File: config.mk
export PLATFORM = sky130hd
export DESIGN_NAME = sum_seq_ctrl_flat
export DESIGN_NICKNAME = d
export VERILOG_FILES = /design/src/rtl/sum_seq_ctrl_pkg.sv /design/src/rtl/sum_seq_ctrl_if.sv /design/src/rtl/sum_seq_ctrl_sum4b_cin.sv /design/src/rtl/sum_seq_ctrl.sv /design/src/flat_wrapper.sv
export SDC_FILE = /design/constraint.sdc
export NUM_CORES = 1
export LEC_CHECK = 0
export ABC_AREA = 1
export CORE_ASPECT_RATIO = 0.6
export CORE_MARGIN = 2
export CORE_UTILIZATION = 38
export CTS_BUF_LIST = sky130_fd_sc_hd__clkbuf_16
export DETAILED_ROUTE_END_ITERATION = 8
export DONT_BUFFER_PORTS = 1
export GPL_ROUTABILITY_DRIVEN = 0
export HOLD_SLACK_MARGIN = 0.15
export PLACE_DENSITY = 0.55
export SYNTH_ARGS = -nofsm -noshare
export SYNTH_HDL_FRONTEND = slang
export SYNTH_SLANG_ARGS = --single-unit
File: constraint.sdc
create_clock -name clk -period 2.2 [get_ports clk]
set_input_delay 0.33 -clock clk [delete_from_list [all_inputs] [get_ports clk]]
set_output_delay 0.33 -clock clk [all_outputs]
set_load 0.02 [all_outputs]
File: src/rtl/sum_seq_ctrl_pkg.sv
// sum_seq_ctrl_pkg: shared slice width and controller state encoding
package sum_seq_ctrl_pkg;
    localparam int NIB_W = 4;
    typedef enum logic [1:0] {
        ST_IDLE = 2'd0,
        ST_ADD  = 2'd1,
        ST_DONE = 2'd2
    } state_t;
endpackage

File: src/rtl/sum_seq_ctrl_if.sv
// sum_seq_ctrl_if: operand/result bus with start/busy/done handshake
interface sum_seq_ctrl_if
    import sum_seq_ctrl_pkg::*;
#(
    parameter int NIBBLES = 4
);
    localparam int W = NIB_W * NIBBLES;
    logic         init;
    logic [W-1:0] A;
    logic [W-1:0] B;
    logic [W-1:0] S;
    logic         co;
    logic         busy;
    logic         done;
    modport master (output init, A, B, input S, co, busy, done);
    modport slave (input init, A, B, output S, co, busy, done);
endinterface

File: src/rtl/sum_seq_ctrl_sum4b_cin.sv
// sum4b_cin: combinational 4-bit adder slice with carry-in
module sum4b_cin
    import sum_seq_ctrl_pkg::*;
(
    input  logic [NIB_W-1:0] xi,
    input  logic [NIB_W-1:0] yi,
    input  logic             ci,
    output logic [NIB_W-1:0] zi,
    output logic             co
);
    assign {co, zi} = {1'b0, xi} + {1'b0, yi} + {{NIB_W{1'b0}}, ci};
endmodule

File: src/rtl/sum_seq_ctrl.sv
// sum_seq_ctrl: nibble-serial wide adder reusing one 4-bit slice, LS nibble first
module sum_seq_ctrl
    import sum_seq_ctrl_pkg::*;
#(
    parameter int NIBBLES = 4
) (
    input logic clk,
    input logic rst,
    sum_seq_ctrl_if.slave bus
);
    localparam int W  = NIB_W * NIBBLES;
    localparam int IW = 3;
    state_t           state;
    state_t           nxt;
    logic [W-1:0]     ra;
    logic [W-1:0]     rb;
    logic [W-1:0]     acc;
    logic [W-1:0]     acc_nxt;
    logic [NIB_W-1:0] zs;
    logic             zc;
    logic             cr;
    logic             last;
    logic [IW-1:0]    idx;

    sum4b_cin u_slice (
        .xi(ra[NIB_W-1:0]),
        .yi(rb[NIB_W-1:0]),
        .ci(cr),
        .zi(zs),
        .co(zc)
    );

    assign last     = idx == IW'(NIBBLES - 1);
    assign acc_nxt  = W'({zs, acc} >> NIB_W);
    assign bus.busy = state != ST_IDLE;
    assign bus.done = state == ST_DONE;

    // state register; reset aborts any operation in flight
    always_ff @(posedge clk or posedge rst) begin
        if (rst) state <= ST_IDLE;
        else     state <= nxt;
    end

    // next state: accept init only when idle, leave ADD after the top nibble
    always_comb begin
        nxt = ST_IDLE;
        if (state == ST_IDLE)     nxt = bus.init ? ST_ADD : ST_IDLE;
        else if (state == ST_ADD) nxt = last ? ST_DONE : ST_ADD;
    end

    // datapath: latch operands, then one slice per cycle with chained carry
    always_ff @(posedge clk or posedge rst) begin
        if (rst) begin
            ra     <= '0;
            rb     <= '0;
            acc    <= '0;
            cr     <= 1'b0;
            idx    <= '0;
            bus.S  <= '0;
            bus.co <= 1'b0;
        end else if (state == ST_IDLE && bus.init) begin
            ra  <= bus.A;
            rb  <= bus.B;
            cr  <= 1'b0;
            idx <= '0;
        end else if (state == ST_ADD) begin
            ra  <= ra >> NIB_W;
            rb  <= rb >> NIB_W;
            acc <= acc_nxt;
            cr  <= zc;
            idx <= idx + 1'b1;
            if (last) begin
                bus.S  <= acc_nxt;
                bus.co <= zc;
            end
        end
    end
endmodule

File: src/flat_wrapper.sv
// flat-port wrapper written by rule: the top's interface ports become plain ports
module sum_seq_ctrl_flat import sum_seq_ctrl_pkg::*;
#(
    parameter int NIBBLES = 4
)
  (clk, rst, bus_init, bus_A, bus_B, bus_S, bus_co, bus_busy, bus_done);
  sum_seq_ctrl_if #(.NIBBLES(NIBBLES)) bus_i ();
  input logic clk;
  input logic rst;
  input wire logic [$bits(bus_i.init)-1:0] bus_init;
  input wire logic [$bits(bus_i.A)-1:0] bus_A;
  input wire logic [$bits(bus_i.B)-1:0] bus_B;
  output wire logic [$bits(bus_i.S)-1:0] bus_S;
  output wire logic [$bits(bus_i.co)-1:0] bus_co;
  output wire logic [$bits(bus_i.busy)-1:0] bus_busy;
  output wire logic [$bits(bus_i.done)-1:0] bus_done;
  assign bus_i.init = bus_init;
  assign bus_i.A = bus_A;
  assign bus_i.B = bus_B;
  assign bus_S = bus_i.S;
  assign bus_co = bus_i.co;
  assign bus_busy = bus_i.busy;
  assign bus_done = bus_i.done;
  sum_seq_ctrl #(.NIBBLES(NIBBLES)) u_core (.clk(clk), .rst(rst), .bus(bus_i));
endmodule
**Word level (Yosys, flattened, before mapping)**

Cells that the tools add are included.

- Register bits after elaboration: 71
- Input bits: 35
- Output and inout bits: 19
- Logic and storage cells: 33

- Add/sub/neg operators: 3
- Equal/unequal tests: 3
- Mux-type cells: 12
- Bitwise gates (word level): 1
- Reductions and logical operators: 6

Operator list:

| operator | count |
|---|---|
| 2-to-1 mux 16 bit | 4 |
| 2-to-1 mux 2 bit | 3 |
| 2-to-1 mux 3 bit | 2 |
| adder 4 x 4 -> 5 bit | 1 |
| adder 5 x 1 -> 5 bit | 1 |
| nonzero test 2 bit | 2 |
| adder 3 x 1 -> 3 bit, second input constant | 1 |
| == test 3 x 2 -> 1 bit, second input constant | 1 |
| 2-to-1 mux 1 bit | 3 |
| AND reduction 3 bit | 1 |
| == test 2 x 1 -> 1 bit, second input constant | 1 |
| == test 2 bit, second input constant | 1 |
| zero test 2 bit | 1 |
| AND reduction 2 bit | 1 |
| logical AND 1 bit | 1 |
| inverter 1 bit | 1 |

**Depth between registers and ports, before layout**

- Depth after elaboration: 4
- Gate-level depth with buffers: 8

**Cells and area by module**

A second synthesis with hierarchy kept.

- Cells, all modules: 342
- Area, all modules: 2925.3 um2

By module, submodules not included:

| module | times used | cells an instance | area each (um2) | sequential area each (um2) |
|---|---|---|---|---|
| sum_seq_ctrl | 1 | 317 | 2760.1 | 1676.6 |
| sum4b_cin | 1 | 25 | 165.2 | 0.0 |

**Worst setup path before layout**

OpenSTA, ideal clock, no wires.

- Path kind: flip-flop to flip-flop
- From: register u_core.cr
- To: register u_core.cr
- Setup time: 0.083 ns
- Arrival: 1.518 ns
- Required time: 2.117 ns
- Slack: 0.599 ns
- Stages on the path, launching flop included: 7
- Path buffers: 0
- Path through: dfrtp_1 > inv_1 > fa_1 > fa_1 > o21ai_0 > nand2_1 > o21ai_0

- Word-level cells in the longest chain between the ends: 3

RTL lines:

| item | line | RTL |
|---|---|---|
| start, declared | sum_seq_ctrl.sv:21 | `logic cr;` |
| start signal, assigned | sum_seq_ctrl.sv:70 | `cr <= zc;` |
| adder 5 x 1 -> 5 bit | sum_seq_ctrl_sum4b_cin.sv:11 | `assign {co, zi} = {1'b0, xi} + {1'b0, yi} + {{NIB_W{1'b0}}, ci};` |
| 2-to-1 mux 1 bit | sum_seq_ctrl.sv:66 | `end else if (state == ST_ADD) begin` |
| 2-to-1 mux 1 bit | sum_seq_ctrl.sv:61 | `end else if (state == ST_IDLE && bus.init) begin` |

No other way between the ends. The select of a mux whose other input is x is not followed.
A chain may end at the register's enable or synchronous reset.

**Worst setup path after layout**

Same ends and word-level chain as after synthesis.

==> results.md <==
| Result | Value |
| --- | --- |
| Dominant combinational cell family by area after synthesis | simple AND/OR/NAND/NOR gates |
| Complex-gate fraction of the synthesized area | 6.05% |
| Die Wd | 115 µm |
| Post-Layout Cell Count | 454 |
| Post-DP HPWL | 3920 µm |
| Clock slew seen by the registers of the worst setup and hold paths | 0.05 ns |
| CP Max Fanout | 2 |
| Final non-filler cell area | 0.00350 mm² |
| Fraction of the mapped netlist area in simple logic gates | 24.8% |
| Placeable Area | 0.00724 mm² |
| Final Max Tran Viols | 0 |
| Post-synthesis average cell area | 8.96 µm² |
| CP Data Arrival Time | 2.04 ns |
| Clock tree from TritonCTS | yes |
| Routed wire length | 6030 µm |
| Final critical-path required period | 1.79 ns |
| # Max-Cap Violations | 0 |
| Post-detailed-route count of antenna-violating nets | 0 |
| Leakage | 1.74 nW |
| Final critical-path share of the clock period | 81.5% |
| Pwr per Cell Area | 1560 mW/mm² |
| Final number of setup-violating endpoints | 0 |
| Average routed wire per standard cell | 13.3 µm |
| Number of cells traversed by the worst register-to-register path | 6 |
| Starting Density | 39.1% |
| Initial antenna violation count | 0 |
| Most used cells in the layout excluding fill and tap cells | nand2_1 (142), dfrtp_1 (67), dlygate4sd3_1 (27), nand3_1 (24) |
| Count of antenna diodes in the layout | 0 |
| Most common cell after layout, fill and taps aside | nand2_1 |
| Cell count after synthesis | 316 |
| Min-Delay Path Class | primary input to flip-flop |
| Area growth syn-to-layout | 23.6% |
| Die Area | 0.00818 mm² |
| Number of global-route vias before repair | 1905 |
| Vias after detailed routing | 2100 |
| Worst rel slew slack | 66.3% |
| Worst VDD drop | 0.444 mV |
| R2r endpoint | u_core.cr |
| Crit path required time | 2.44 ns |
| CTS Sinks | 67 |
| Number of ports placed on the die boundary | 54 |
| Maximum number of pins on one net before global-route repair | 34 |
| Worst setup path class | flip-flop to flip-flop |
| Maximum clock path buffer count | 2 |
| Clock tree root driver cell | clkbuf_16 |
| Synth Warn # | 0 |
| Detail-routed via count per cell | 4.63 |
| Post-synthesis cell area | 0.00283 mm² |
| Total Routing Usage GR | 15.8% |
| Global route overflow | 0 |
| Min-Delay Path Depth | 2 |
| Crit path from | u_core.cr |
| Standard-cell row count | 24 |
| Category of the worst setup path capture point | flip-flop |
| Number of I/O port buffers | 0 |
| Clk_lat worst skew | 0.33 ns |
| Setup TNS | 0 ns |
| Run status | finished, final reports clean |
| First-pass iteration count of the detailed router | 4 |
| CTS H-tree depth | 3 |
| Adder-cell share of the synthesized area | 3.62% |
| Register bit count reported by yosys | 67 |
| Detailed router's first-iteration violation count | 85 |
| Hold Vio Cnt, Final | 0 |
| Post-CTS setup repair buffer count | 0 |
| Fraction of final layout cells with drive strength greater than 1 | 7.71% |
| Total power | 5.48 mW |
| Worst-case register-to-register setup slack | 0.41 ns |
| Area share of xor/xnor cells in the synthesized design | 0.309% |
| Number of gates resized after cts | 0 |
| Worst setup SP type | flip-flop |
| Unrepaired setup endpoints after global routing | no |
| Multiplexer share of the synthesized area | 0% |
| First-pass GRT wire length | 9820 µm |
| Vert. Die Dim | 70.9 µm |
| Placed Cells incl. Taps | 411 |
| Post-layout nets | 387 |
| Post-Syn Nets | 358 |
| Max Fclk | 558 MHz |
| Source of the worst hold timing path | bus_B[10] |
| Number of distinct library cells after synthesis | 21 |
| Placed instance area | 0.00292 mm² |
| Clock skew after layout | 0.00485 ns |
| Slew of the pin with the lowest slew margin | 0.506 ns |
| Post-synthesis sequential area ratio | 59.2% |
| Number of CTS-inserted buffers | 9 |
| DRC Markers | 0 |
| Critical R2R Launch | u_core.cr |
| Worst Hold Endpoint | u_core.rb[10] |
## per-layer routing
| metal | track usage (%) | part of all wire, % | routed length [µm] |
|---|---|---|---|
| met5 | 0 | 0 | 0 |
| met4 | 5.62 | 0.90 | 54 |
| met3 | 6.51 | 6.4 | 386 |
| met2 | 19.8 | 40 | 2440 |
| met1 | 24.2 | 52 | 3150 |
## how the worst max path moves through the flow
stage / to / slack (ns) / cells after the start
CTS: u_core.cr / 0.40 / 6
global placement: u_core.cr / 0.53 / 6
detailed placement: u_core.cr / 0.43 / 6
floorplan: u_core.acc[10] / 0.19 / 1
finish: u_core.cr / 0.41 / 6
global route: u_core.cr / 0.26 / 6
## cells in the mapped netlist
| cell type | instances | area, µm² |
|---|---|---|
| nand2_1 | 142 | 533 |
| o21ai_0 | 21 | 105 |
| nor2_1 | 2 | 7.51 |
| dfrtp_1 | 67 | 1680 |
| o21ai_1 | 3 | 15.0 |
| buf_2 | 8 | 40.0 |
| clkbuf_1 | 1 | 3.75 |
| nor2_2 | 1 | 6.26 |
| o22ai_1 | 1 | 6.26 |
| a21oi_1 | 3 | 15.0 |
| o211ai_1 | 4 | 30.0 |
| nand3_1 | 24 | 120 |
| xnor2_1 | 1 | 8.76 |
| buf_4 | 1 | 7.51 |
| fa_1 | 2 | 40.0 |
| ha_1 | 5 | 62.6 |
| inv_2 | 3 | 11.3 |
| nand2_4 | 2 | 22.5 |
| nand2_2 | 2 | 12.5 |
| inv_1 | 20 | 75.1 |
| buf_6 | 3 | 33.8 |
## through the flow
step | util [%] | worst slack (ns) | hold WS (ns)
5_1_grt | 48.4 | 0.264 | 0.164
3_5_place_dp | 40.4 | 0.429 | 0.240
4_1_cts | 48.4 | 0.403 | 0.151
6_report | 48.4 | 0.406 | 0.155
3_3_place_gp | 40.4 | 0.526 | 0.244
2_1_floorplan | - | 0.187 | 0.442
## timing repair
| action | CTS | global route |
|---|---|---|
| hold endpoints to repair | 42 | 0 |
| setup endpoints to repair | 0 | 0 |
| hold buffers | 27 | 0 |
## kinds of logic after synthesis
family	after synthesis
compound gates	32
xor+xnor	1
fa+ha+maj	7
buf+inv	36
flops	67
simple gates	173
## flip-flops by register name (all words and copies together), names as in the netlist
signal / count
u_core.bus.S: 16
u_core.cr: 1
u_core.rb: 16
u_core.idx: 3
u_core.acc: 12
u_core.bus.co: 1
u_core.state: 2
u_core.ra: 16
## worst max-delay path, stage by stage (launching register included)
cell and delay, ns:
dfrtp_1 0.33, inv_1 0.06, fa_1 0.47, fa_1 0.43, o21ai_0 0.28, nand2_1 0.08, o21ai_0 0.08
## layout make-up
class	count	area, µm²
fill	713	3740
sequential	67	1680
multi-input combinational	213	985
timing repair buffer	31	313
clock buffer	9	225
tap	104	130
inverter	23	86.3
clock inverter	7	85.1
## where the power goes
group | switching (mW) | internal [mW] | leakage (nW)
Combinational | 1.12 | 0.599 | 0.733
Sequential | 0.482 | 1.78 | 0.852
Clock | 0.517 | 0.979 | 0.158
(Power assumes the default switching activity.)
